`src/rtl/output_compositor.sv`:
```
// -----------------------------------------------------------------------------
// output_compositor
//
// Final pixel stage of the video path. Blends the OSD box/glyphs and scanline
// darkening into the active-area pixel stream ahead of the HDMI encoder.
// A frame-stepped fade engine ramps the OSD background in and out.
//
// Pipeline: fixed latency of 3 cycles, no stall.
//   S1  select colour and alpha from the flags, register them
//   S2  per-channel multiply colour * alpha
//   S3  scale back by ONE = 2**(ALPHA_W-1)
//
// Build option:
//   OSD_FG_COLOR_EN  defined   -> glyph colour taken from osd_fg_color
//                    undefined -> glyph colour is white, osd_fg_color ignored
//
// Ports:
//   clock, reset_n          pixel clock, asynchronous active-low reset
//   frame_start             one-cycle pulse per frame, steps the fade engine
//   osd_enable              OSD requested visible (level)
//   in_valid                input pixel qualifier
//   is_draw_area            pixel inside the visible area
//   is_osd_bg_area          pixel inside the OSD box
//   is_osd_text_area        pixel inside the OSD text window
//   is_char_pixel           glyph pixel set
//   is_scanline             pixel on a scanline row
//   scanline_intensity      scanline alpha, clamped to ONE
//   osd_fg_color            glyph colour (OSD_FG_COLOR_EN only)
//   data_in                 source pixel {R,G,B}
//   out_valid               in_valid delayed by 3 cycles
//   data_out                composited pixel {R,G,B}
//   osd_visible             fade level is non-zero
// -----------------------------------------------------------------------------
// Fade FSM states:
//   state        | meaning
//   ST_HIDDEN    | level 0, OSD not drawn
//   ST_FADE_IN   | level rising one step per frame
//   ST_SHOWN     | level at MAX, OSD fully shown
//   ST_FADE_OUT  | level falling one step per frame
// -----------------------------------------------------------------------------
module output_compositor #(
    parameter int COLOR_W      = 8,
    parameter int ALPHA_W      = 9,
    parameter int OSD_BG_ALPHA = 64,
    parameter int FADE_SHIFT   = 3
) (
    input  logic                   clock,
    input  logic                   reset_n,
    input  logic                   frame_start,
    input  logic                   osd_enable,
    input  logic                   in_valid,
    input  logic                   is_draw_area,
    input  logic                   is_osd_bg_area,
    input  logic                   is_osd_text_area,
    input  logic                   is_char_pixel,
    input  logic                   is_scanline,
    input  logic [ALPHA_W-1:0]     scanline_intensity,
    input  logic [3*COLOR_W-1:0]   osd_fg_color,
    input  logic [3*COLOR_W-1:0]   data_in,
    output logic                   out_valid,
    output logic [3*COLOR_W-1:0]   data_out,
    output logic                   osd_visible
);

    localparam int ONE     = 1 << (ALPHA_W - 1);
    localparam int MAX_LVL = 1 << FADE_SHIFT;
    localparam int LVL_W   = FADE_SHIFT + 1;
    localparam int BG_W    = ALPHA_W + LVL_W;
    localparam int SLP_W   = 2 * ALPHA_W;
    localparam int PROD_W  = COLOR_W + ALPHA_W;
    localparam int PIX_W   = 3 * COLOR_W;

    localparam logic [ALPHA_W-1:0] ONE_A   = ALPHA_W'(ONE);
    localparam logic [LVL_W-1:0]   LVL_MAX = LVL_W'(MAX_LVL);
    localparam logic [LVL_W-1:0]   LVL_TOP = LVL_W'(MAX_LVL - 1);
    localparam logic [LVL_W-1:0]   LVL_HALF = LVL_W'(MAX_LVL / 2);
    localparam logic [LVL_W-1:0]   LVL_ONE = LVL_W'(1);

    typedef enum logic [1:0] {
        ST_HIDDEN,
        ST_FADE_IN,
        ST_SHOWN,
        ST_FADE_OUT
    } fade_state_e;

    fade_state_e        state_q, state_d;
    logic [LVL_W-1:0]   level_q, level_d;
    logic               osd_visible_q;

    // ---------------------------------------------------------------- fade FSM
    always_ff @(posedge clock or negedge reset_n) begin
        if (!reset_n) begin
            state_q       <= ST_HIDDEN;
            level_q       <= '0;
            osd_visible_q <= 1'b0;
        end else begin
            state_q       <= state_d;
            level_q       <= level_d;
            osd_visible_q <= (level_d != '0);
        end
    end

    always_comb begin
        state_d = state_q;
        level_d = level_q;
        if (frame_start) begin
            case (state_q)
                ST_HIDDEN: begin
                    if (osd_enable) begin
                        if (MAX_LVL == 1) begin
                            state_d = ST_SHOWN;
                            level_d = LVL_MAX;
                        end else begin
                            state_d = ST_FADE_IN;
                            level_d = LVL_ONE;
                        end
                    end
                end
                ST_FADE_IN: begin
                    if (!osd_enable) begin
                        level_d = level_q - LVL_ONE;
                        state_d = (level_q == LVL_ONE) ? ST_HIDDEN : ST_FADE_OUT;
                    end else begin
                        level_d = level_q + LVL_ONE;
                        state_d = (level_q == LVL_TOP) ? ST_SHOWN : ST_FADE_IN;
                    end
                end
                ST_SHOWN: begin
                    if (!osd_enable) begin
                        level_d = LVL_TOP;
                        state_d = (MAX_LVL == 1) ? ST_HIDDEN : ST_FADE_OUT;
                    end
                end
                ST_FADE_OUT: begin
                    if (osd_enable) begin
                        level_d = level_q + LVL_ONE;
                        state_d = (level_q == LVL_TOP) ? ST_SHOWN : ST_FADE_IN;
                    end else begin
                        level_d = level_q - LVL_ONE;
                        state_d = (level_q == LVL_ONE) ? ST_HIDDEN : ST_FADE_OUT;
                    end
                end
                default: begin
                    state_d = ST_HIDDEN;
                    level_d = '0;
                end
            endcase
        end
    end

    // ------------------------------------------------------ alpha derivation
    logic [BG_W-1:0]    bg_drop;
    logic [ALPHA_W-1:0] bg_a;
    logic [ALPHA_W-1:0] sl_int;
    logic [SLP_W-1:0]   sl_prod;
    logic [ALPHA_W-1:0] sl_a;
    logic               glyph_on;
    logic [PIX_W-1:0]   fg_color;

    assign bg_drop = (BG_W'(ONE - OSD_BG_ALPHA) * BG_W'(level_q)) >> FADE_SHIFT;
    assign bg_a    = ALPHA_W'(BG_W'(ONE) - bg_drop);
    assign sl_int  = (scanline_intensity > ONE_A) ? ONE_A : scanline_intensity;
    assign sl_prod = SLP_W'(bg_a) * SLP_W'(sl_int);
    assign sl_a    = ALPHA_W'(sl_prod >> (ALPHA_W - 1));

    // The non-zero term makes the single-step fade (MAX/2 = 0) require level = MAX.
    assign glyph_on = (level_q >= LVL_HALF) && (level_q != '0);

`ifdef OSD_FG_COLOR_EN
    assign fg_color = osd_fg_color;
`else
    logic unused_fg_color;
    assign unused_fg_color = ^osd_fg_color;
    assign fg_color = '1;
`endif

    // ------------------------------------------------------------ S1 select
    logic [PIX_W-1:0]   color_d;
    logic [ALPHA_W-1:0] alpha_d;

    always_comb begin
        color_d = data_in;
        alpha_d = ONE_A;
        if (!is_draw_area) begin
            color_d = '0;
        end else if (!is_osd_bg_area || (level_q == '0)) begin
            alpha_d = is_scanline ? sl_int : ONE_A;
        end else if (is_osd_text_area && is_char_pixel && glyph_on) begin
            color_d = fg_color;
        end else begin
            alpha_d = is_scanline ? sl_a : bg_a;
        end
    end

    logic               valid1_q, valid2_q, valid3_q;
    logic [PIX_W-1:0]   color1_q;
    logic [ALPHA_W-1:0] alpha1_q;
    logic [2:0][PROD_W-1:0] prod_d, prod_q;
    logic [PIX_W-1:0]   data_d, data_q;

    always_comb begin
        for (int ch = 0; ch < 3; ch++) begin
            prod_d[ch] = PROD_W'(color1_q[ch*COLOR_W +: COLOR_W]) * PROD_W'(alpha1_q);
        end
    end

    always_comb begin
        data_d = '0;
        for (int ch = 0; ch < 3; ch++) begin
            data_d[ch*COLOR_W +: COLOR_W] = COLOR_W'(prod_q[ch] >> (ALPHA_W - 1));
        end
    end

    always_ff @(posedge clock or negedge reset_n) begin
        if (!reset_n) begin
            valid1_q <= 1'b0;
            valid2_q <= 1'b0;
            valid3_q <= 1'b0;
            color1_q <= '0;
            alpha1_q <= '0;
            prod_q   <= '0;
            data_q   <= '0;
        end else begin
            valid1_q <= in_valid;
            valid2_q <= valid1_q;
            valid3_q <= valid2_q;
            color1_q <= color_d;
            alpha1_q <= alpha_d;
            prod_q   <= prod_d;
            data_q   <= data_d;
        end
    end

    assign out_valid   = valid3_q;
    assign data_out    = data_q;
    assign osd_visible = osd_visible_q;

endmodule
```
`config.mk`:
```
export PLATFORM = sky130hd
export DESIGN_NAME = output_compositor
export DESIGN_NICKNAME = d
export VERILOG_FILES = /design/src/rtl/output_compositor.sv
export SDC_FILE = /design/constraint.sdc
export NUM_CORES = 1
export LEC_CHECK = 0
export ABC_AREA = 1
export CAP_MARGIN = 0
export CELL_PAD_IN_SITES_DETAIL_PLACEMENT = 1
export CELL_PAD_IN_SITES_GLOBAL_PLACEMENT = 1
export CORE_MARGIN = 2
export CORE_UTILIZATION = 40
export CTS_BUF_LIST = sky130_fd_sc_hd__clkbuf_2 sky130_fd_sc_hd__clkbuf_4 sky130_fd_sc_hd__clkbuf_8
export CTS_CLUSTER_DIAMETER = 150
export CTS_CLUSTER_SIZE = 16
export DETAILED_ROUTE_END_ITERATION = 12
export PLACE_DENSITY = 0.79
export SYNTH_ARGS = -nofsm -noshare
export SYNTH_HDL_FRONTEND = slang
export SYNTH_SLANG_ARGS = --single-unit
```
`constraint.sdc`:
```
create_clock -name clock -period 11.3 [get_ports clock]
set_input_delay 1.13 -clock clock [delete_from_list [all_inputs] [get_ports clock]]
set_output_delay 1.13 -clock clock [all_outputs]
set_load 0.02 [all_outputs]
```
==> results of run 1 <==
-- per-layer routing --
metal | track usage | routed length [um] | vias up
met3 | 0.0219 | 805 | 40
met2 | 0.362 | 14500 | 127
met4 | 0.0595 | 588 | 0
met5 | 0 | 0 | -
li1 | - | - | 4283
met1 | 0.248 | 12300 | 4584
-- layout make-up --
cell class / instances / area share
clock buffer: 11 / 0.0119
clock inverter: 5 / 0.00472
inverter: 361 / 0.107
multi-input combinational: 921 / 0.603
sequential: 91 / 0.179
tap: 384 / 0.0377
timing repair buffer: 74 / 0.0568
-- placed cells by master (no fill, tap or decap), drive strengths merged, types with 2 or more instances in the layout --
cell type	n
clkinv	2
a22oi	3
a221oi	3
nand4	9
xor2	27
or2	2
xnor2	18
a31oi	2
a31o	2
nor3	5
dfrtp	91
fa	149
o21ai	31
ha	136
nand2	343
clkbuf	11
a21o	5
nor2	68
clkdlybuf4s50	67
nand3	25
o21bai	2
buf	7
a211oi	4
inv	362
nand3b	2
a21oi	78
-- metrics by stage --
stage	instances	utilization	cell area (um^2)	power, mW
final	1847	0.446	12700	3.17
after global routing	1847	0.446	12700	3.60
after CTS	1847	0.446	12700	3.22
after detailed placement	1831	0.439	12500	2.95
after global placement	1831	0.439	12500	2.86
after floorplan	1423	-	11500	2.25
-- worst max-delay path by stage --
stage	endpoint	cells after the start
detailed placement	alpha1_q[5]$_DFF_PN0_	24
CTS	alpha1_q[5]$_DFF_PN0_	24
finish	alpha1_q[5]$_DFF_PN0_	24
global route	alpha1_q[8]$_DFF_PN0_	24
global placement	alpha1_q[8]$_DFF_PN0_	23
floorplan	alpha1_q[8]$_DFF_PN0_	24
-- sequential cells by signal (all words and copies together), names as in the netlist, 4 cells and up, named ones only --
name      flops
data_out     24
level_q       4
color1_q     24
data_d       24
alpha1_q      9
-- critical path, cell delays in order (launching register included) --
cell and delay (ns):
dfrtp_1 0.64, ha_1 0.31, inv_1 0.07, fa_1 0.41, xnor2_1 0.34, nor2_1 0.10, xnor2_1 0.71, inv_1 0.22
nand2_1 0.13, fa_1 0.41, inv_1 0.08, ha_1 0.23, ha_1 0.33, fa_1 0.62, nand4_1 0.13, nor2_2 0.16
nand2_1 0.09, fa_1 0.44, o21ai_1 0.34, a21oi_1 0.11, o21ai_1 0.16, xor2_1 0.16, nand2_1 0.09, a21oi_1 0.14
a21oi_1 0.06
-- cells in the mapped netlist, types with 4 or more instances --
master / number / share of area
inv_1: 358 / 0.12
nand2_1: 338 / 0.11
fa_1: 149 / 0.26
ha_1: 136 / 0.15
dfrtp_1: 91 / 0.20
a21oi_1: 78 / 0.034
nor2_1: 63 / 0.021
clkbuf_1: 40 / 0.013
xor2_1: 27 / 0.021
o21ai_0: 25 / 0.011
nand3_1: 24 / 0.010
xnor2_1: 18 / 0.014
nand4_1: 9 / 0.0049
a21o_1: 5 / 0.0033
nand2_2: 5 / 0.0027
a211oi_1: 4 / 0.0026
buf_2: 4 / 0.0017
buf_4: 4 / 0.0026
nor2_2: 4 / 0.0022
-- cell families (layout without fill, tap and decap cells) --
family | after synthesis | in the layout | share of synthesized area
simple gates | 456 | 456 | 0.159
xor+xnor | 45 | 45 | 0.0342
buf+inv | 411 | 451 | 0.137
compound gates | 135 | 135 | 0.0662
flops | 91 | 91 | 0.197
fa+ha+maj | 285 | 285 | 0.406
-- power by group through the flow --
stage          clock network, mW  logic (mW)  registers [mW]
5_1_grt                    0.265        2.76           0.570
2_1_floorplan                  0        1.72           0.531
4_1_cts                    0.257        2.42           0.551
3_5_place_dp                   0        2.39           0.558
6_report                   0.246        2.38           0.549
3_3_place_gp                   0        2.30           0.554
==> results.cfg, run 1 <==
[finish]
drive_gt1_frac = 0.0308
syn_to_final_growth_pct = 10.4
final-seq-area_um2 = 2280
nets = 1810
multiInputGateArea_um2 = 7680
antennaDiodeCount = 0
fillers = 3514

[worst_setup_path]
r2r-start = level_q[0]$_DFF_PN0_
reg2reg_to = alpha1_q[5]$_DFF_PN0_
cp_max_fo = 10
reg2reg_slack_ns = 4.67
path_class = reg2reg
cp-startpoint = level_q[0]$_DFF_PN0_
cp_data_arrival_time_ns = 6.90
cp_data_required_time_ns = 11.57
start_kind = flip-flop
rr_worst_depth = 24
endpoint_kind = flip-flop

[floorplan]
core_area_um2 = 28500
fp.dieArea_um2 = 30200
die_y_um = 174
fp.dieW_um = 174
ios = 93
start_util = 0.404
fp-row-count = 62

[grt]
antenna_found_initial = 0
grt-ovfl-total = 0
track_usage = 0.199
grt_max_degree = 49
grt_pass1_vias = 10200
grt_pass1_wl_mm = 48.8

[power_and_ir_drop]
peakVddDrop_mv = 0.454
clock_power_share = 0.077
comb_power_share = 0.749
swShare = 0.546
switching_power_mw = 1.73
powerDensity_nw_per_um2 = 249
p_int_mw = 1.44
p_leak_nw = 7.32
seq_power_share = 0.173

[min_path]
hp-class = reg2reg
min_path_cells = 0
min_to = data_out[19]$_DFF_PN0_
hp-start = data_d[19]$_DFF_PN0_

[synth]
yosysSeqAreaShare = 0.197
syn_nets = 1775
synth_warnings = 0
synth-seq-cells = 91
syn_avg_cell_area_um2 = 8.10
ys.flop_type = dfrtp_1
syn_inst = 1423
syn-cell-area_um2 = 11500
async_reset_ff_frac = 1.00
synth_cell_types = 45
synth-edff-count = 0

[sta]
worst_slack_ns = 4.67
setup_tns_ns = 0
grt_setup_unrepaired = no
maxSlewHeadroom = 0.253
timing.final.crit_share = 0.587
maxSlewViolCount = 0
clock.fmax_mhz = 151
fin_crit_ns = 6.63
setup_violations = 0
finalHoldViolations = 0
tightest_slew_ns = 1.12
holdWs_ns = 0.353
finClkSkew_ns = 0.0205

[clock_network]
holdBufCountCts = 0
htree_levels = 3
cts_root_buf = clkbuf_8
cts_sinks = 91
insertion_delay_ns = 0.41
path_clk_slew_ns = 0.09
cts_tree = yes
postCtsSetupRepairBufs = 0
ctsResizeCount = 0
cts_made_buffers = 9
cts_buffer_depth = 2

[job]
maxCapViolCount = 0

[detailed_routing]
detail-route-antenna-nets = 0
avgViaCountPerCell = 4.89
drt-total-wl_mm = 28.2
drt_first_pass_iters = 4
dr.first_iter.drc_count = 393
wl_per_cell_um = 15.3
drcViolationCount = 0
dr_total_vias = 9034

[placed_design]
placement.io_buffers = 68
post-place-ws_ns = 4.71
place_congestion = 0.854
hpwl_mm = 22.6

[outcome]
status = complete, no violations
(Power assumes the default switching activity.)
==> run 2: changes to the inputs <==
==> constraint.sdc (replaced) <==
create_clock -name clock -period 6.1 [get_ports clock]
set_input_delay 0.61 -clock clock [delete_from_list [all_inputs] [get_ports clock]]
set_output_delay 0.61 -clock clock [all_outputs]
set_load 0.02 [all_outputs]
==> results.cfg, run 2 (synthesized netlist as in run 1, its figures left out) <==
[sta]
finalHoldViolations = 0
grt_setup_unrepaired = no
setup_violations = 0
holdWs_ns = 0.214
tightest_slew_ns = 1.05
finClkSkew_ns = 0.0262
maxSlewHeadroom = 0.298
setup_tns_ns = 0
fin_crit_ns = 5.75
clock.fmax_mhz = 174
worst_slack_ns = 0.347
timing.final.crit_share = 0.943
maxSlewViolCount = 0

[worst_setup_path]
path_class = reg2reg
cp_data_arrival_time_ns = 6.03
start_kind = flip-flop
reg2reg_to = alpha1_q[8]$_DFF_PN0_
cp_max_fo = 6
cp_data_required_time_ns = 6.38
r2r-start = level_q[0]$_DFF_PN0_
endpoint_kind = flip-flop
reg2reg_slack_ns = 0.35
rr_worst_depth = 27

[detailed_routing]
drt-total-wl_mm = 29.0
drt_first_pass_iters = 4
avgViaCountPerCell = 4.86
detail-route-antenna-nets = 0
wl_per_cell_um = 15.6
drcViolationCount = 0
dr_total_vias = 9028
dr.first_iter.drc_count = 298

[floorplan]
start_util = 0.404
fp.dieW_um = 174
fp.dieArea_um2 = 30200
ios = 93
fp-row-count = 62
die_y_um = 174
core_area_um2 = 28500

[finish]
final-seq-area_um2 = 2280
layout_common_cells = inv_1 (356), nand2_1 (338), fa_1 (149), ha_1 (135), dfrtp_1 (89)
final_common_cell = inv_1
syn_to_final_growth_pct = 11.2
stdcell_area_um2 = 12800
nets = 1822
antennaDiodeCount = 0
multiInputGateArea_um2 = 7700
fillers = 3524
drive_gt1_frac = 0.0441
fin_util = 0.449

[job]
maxCapViolCount = 0

[clock_network]
cts_sinks = 91
cts_made_buffers = 9
cts_buffer_depth = 2
cts_root_buf = clkbuf_8
insertion_delay_ns = 0.40
path_clk_slew_ns = 0.09
cts_tree = yes
htree_levels = 3
holdBufCountCts = 0

[outcome]
status = complete, no violations

[grt]
grt_pass1_vias = 10400
grt_max_degree = 49
grt_pass1_wl_mm = 50.6
antenna_found_initial = 0
grt-ovfl-total = 0
track_usage = 0.207

[power_and_ir_drop]
p_leak_nw = 7.37
powerDensity_nw_per_um2 = 466
peakVddDrop_mv = 0.872

[placed_design]
place_congestion = 0.883
hpwl_mm = 23.5
place_area_um2 = 12600
post-place-ws_ns = -0.00254
placement.io_buffers = 68

[min_path]
hp-class = in2async
## run 2: cell types whose count changed in the layout (fill, tap and decap cells not counted), moves of 2 or more
cell        delta
inv_1          -2
dfrtp_1        -2
buf_4         +12
dfrtp_2        +2
clkinvlp_4     +2
## run 2: what timing repair did
item	4_1_cts	5_1_grt
pin swaps	0	1
endpoints found under the setup margin	1	4
gates resized for setup	1	8
cloned	0	0
setup buffers	0	3
## run 2: stage by stage
stage          instances  power, mW
3_5_place_dp        1840       5.52
2_1_floorplan       1423       4.16
4_1_cts             1856       6.00
5_1_grt             1859       6.71
6_report            1859       5.97
3_3_place_gp        1840       5.35
## run 2: worst max-delay path, cell delays in order (launching register included)
cell      delay (ns)
dfrtp_2         0.42
ha_2            0.24
inv_1           0.06
fa_1            0.53
nand2_1         0.11
nor2_2          0.11
nand2_1         0.06
nand2_1         0.07
nand2_2         0.12
inv_2           0.14
nor2_1          0.06
fa_1            0.50
inv_1           0.06
fa_1            0.51
inv_1           0.07
fa_1            0.53
inv_1           0.05
fa_1            0.52
inv_1           0.04
ha_1            0.38
a21oi_2         0.18
o21ai_1         0.13
a211oi_2        0.32
nand4_1         0.13
nand3_1         0.10
nand2_1         0.06
nand2_1         0.05
nand2_1         0.05
## run 2: layout make-up
| cell class | count | share of cell area |
|---|---|---|
| Multi-Input combinational cell | 921 | 0.600 |
| Sequential cell | 91 | 0.178 |
| Inverter | 361 | 0.106 |
| Timing Repair Buffer | 86 | 0.0634 |
| Tap cell | 384 | 0.0375 |
| Clock buffer | 11 | 0.0118 |
| Clock inverter | 5 | 0.00293 |
## run 2: where the power goes
| part | total, mW | internal (mW) | switching, mW |
|---|---|---|---|
| sequential | 1.01 | 0.802 | 0.204 |
| clock | 0.414 | 0.171 | 0.242 |
| combinational | 4.55 | 1.73 | 2.82 |
| total | 5.97 | 2.70 | 3.27 |
## run 2: how the worst max path moves through the flow
stage / cells past startpoint / endpoint / slack (ns) / start
after floorplan: 24 / alpha1_q[8]$_DFF_PN0_ / 0.73 / level_q[1]$_DFF_PN0_
after global placement: 26 / alpha1_q[8]$_DFF_PN0_ / 0.27 / level_q[0]$_DFF_PN0_
after detailed placement: 26 / alpha1_q[8]$_DFF_PN0_ / -0.003 / level_q[0]$_DFF_PN0_
after CTS: 26 / alpha1_q[8]$_DFF_PN0_ / 0.06 / level_q[0]$_DFF_PN0_
after global routing: 28 / alpha1_q[8]$_DFF_PN0_ / 0.008 / level_q[2]$_DFF_PN0_
final: 27 / alpha1_q[8]$_DFF_PN0_ / 0.35 / level_q[0]$_DFF_PN0_
## run 2: layer usage
layer,up-vias,part of all wire,global-route usage
li1,4313,-,-
met2,120,0.52,0.383
met4,0,0.018,0.0553
met3,37,0.029,0.0230
met5,-,0,0
met1,4558,0.44,0.256
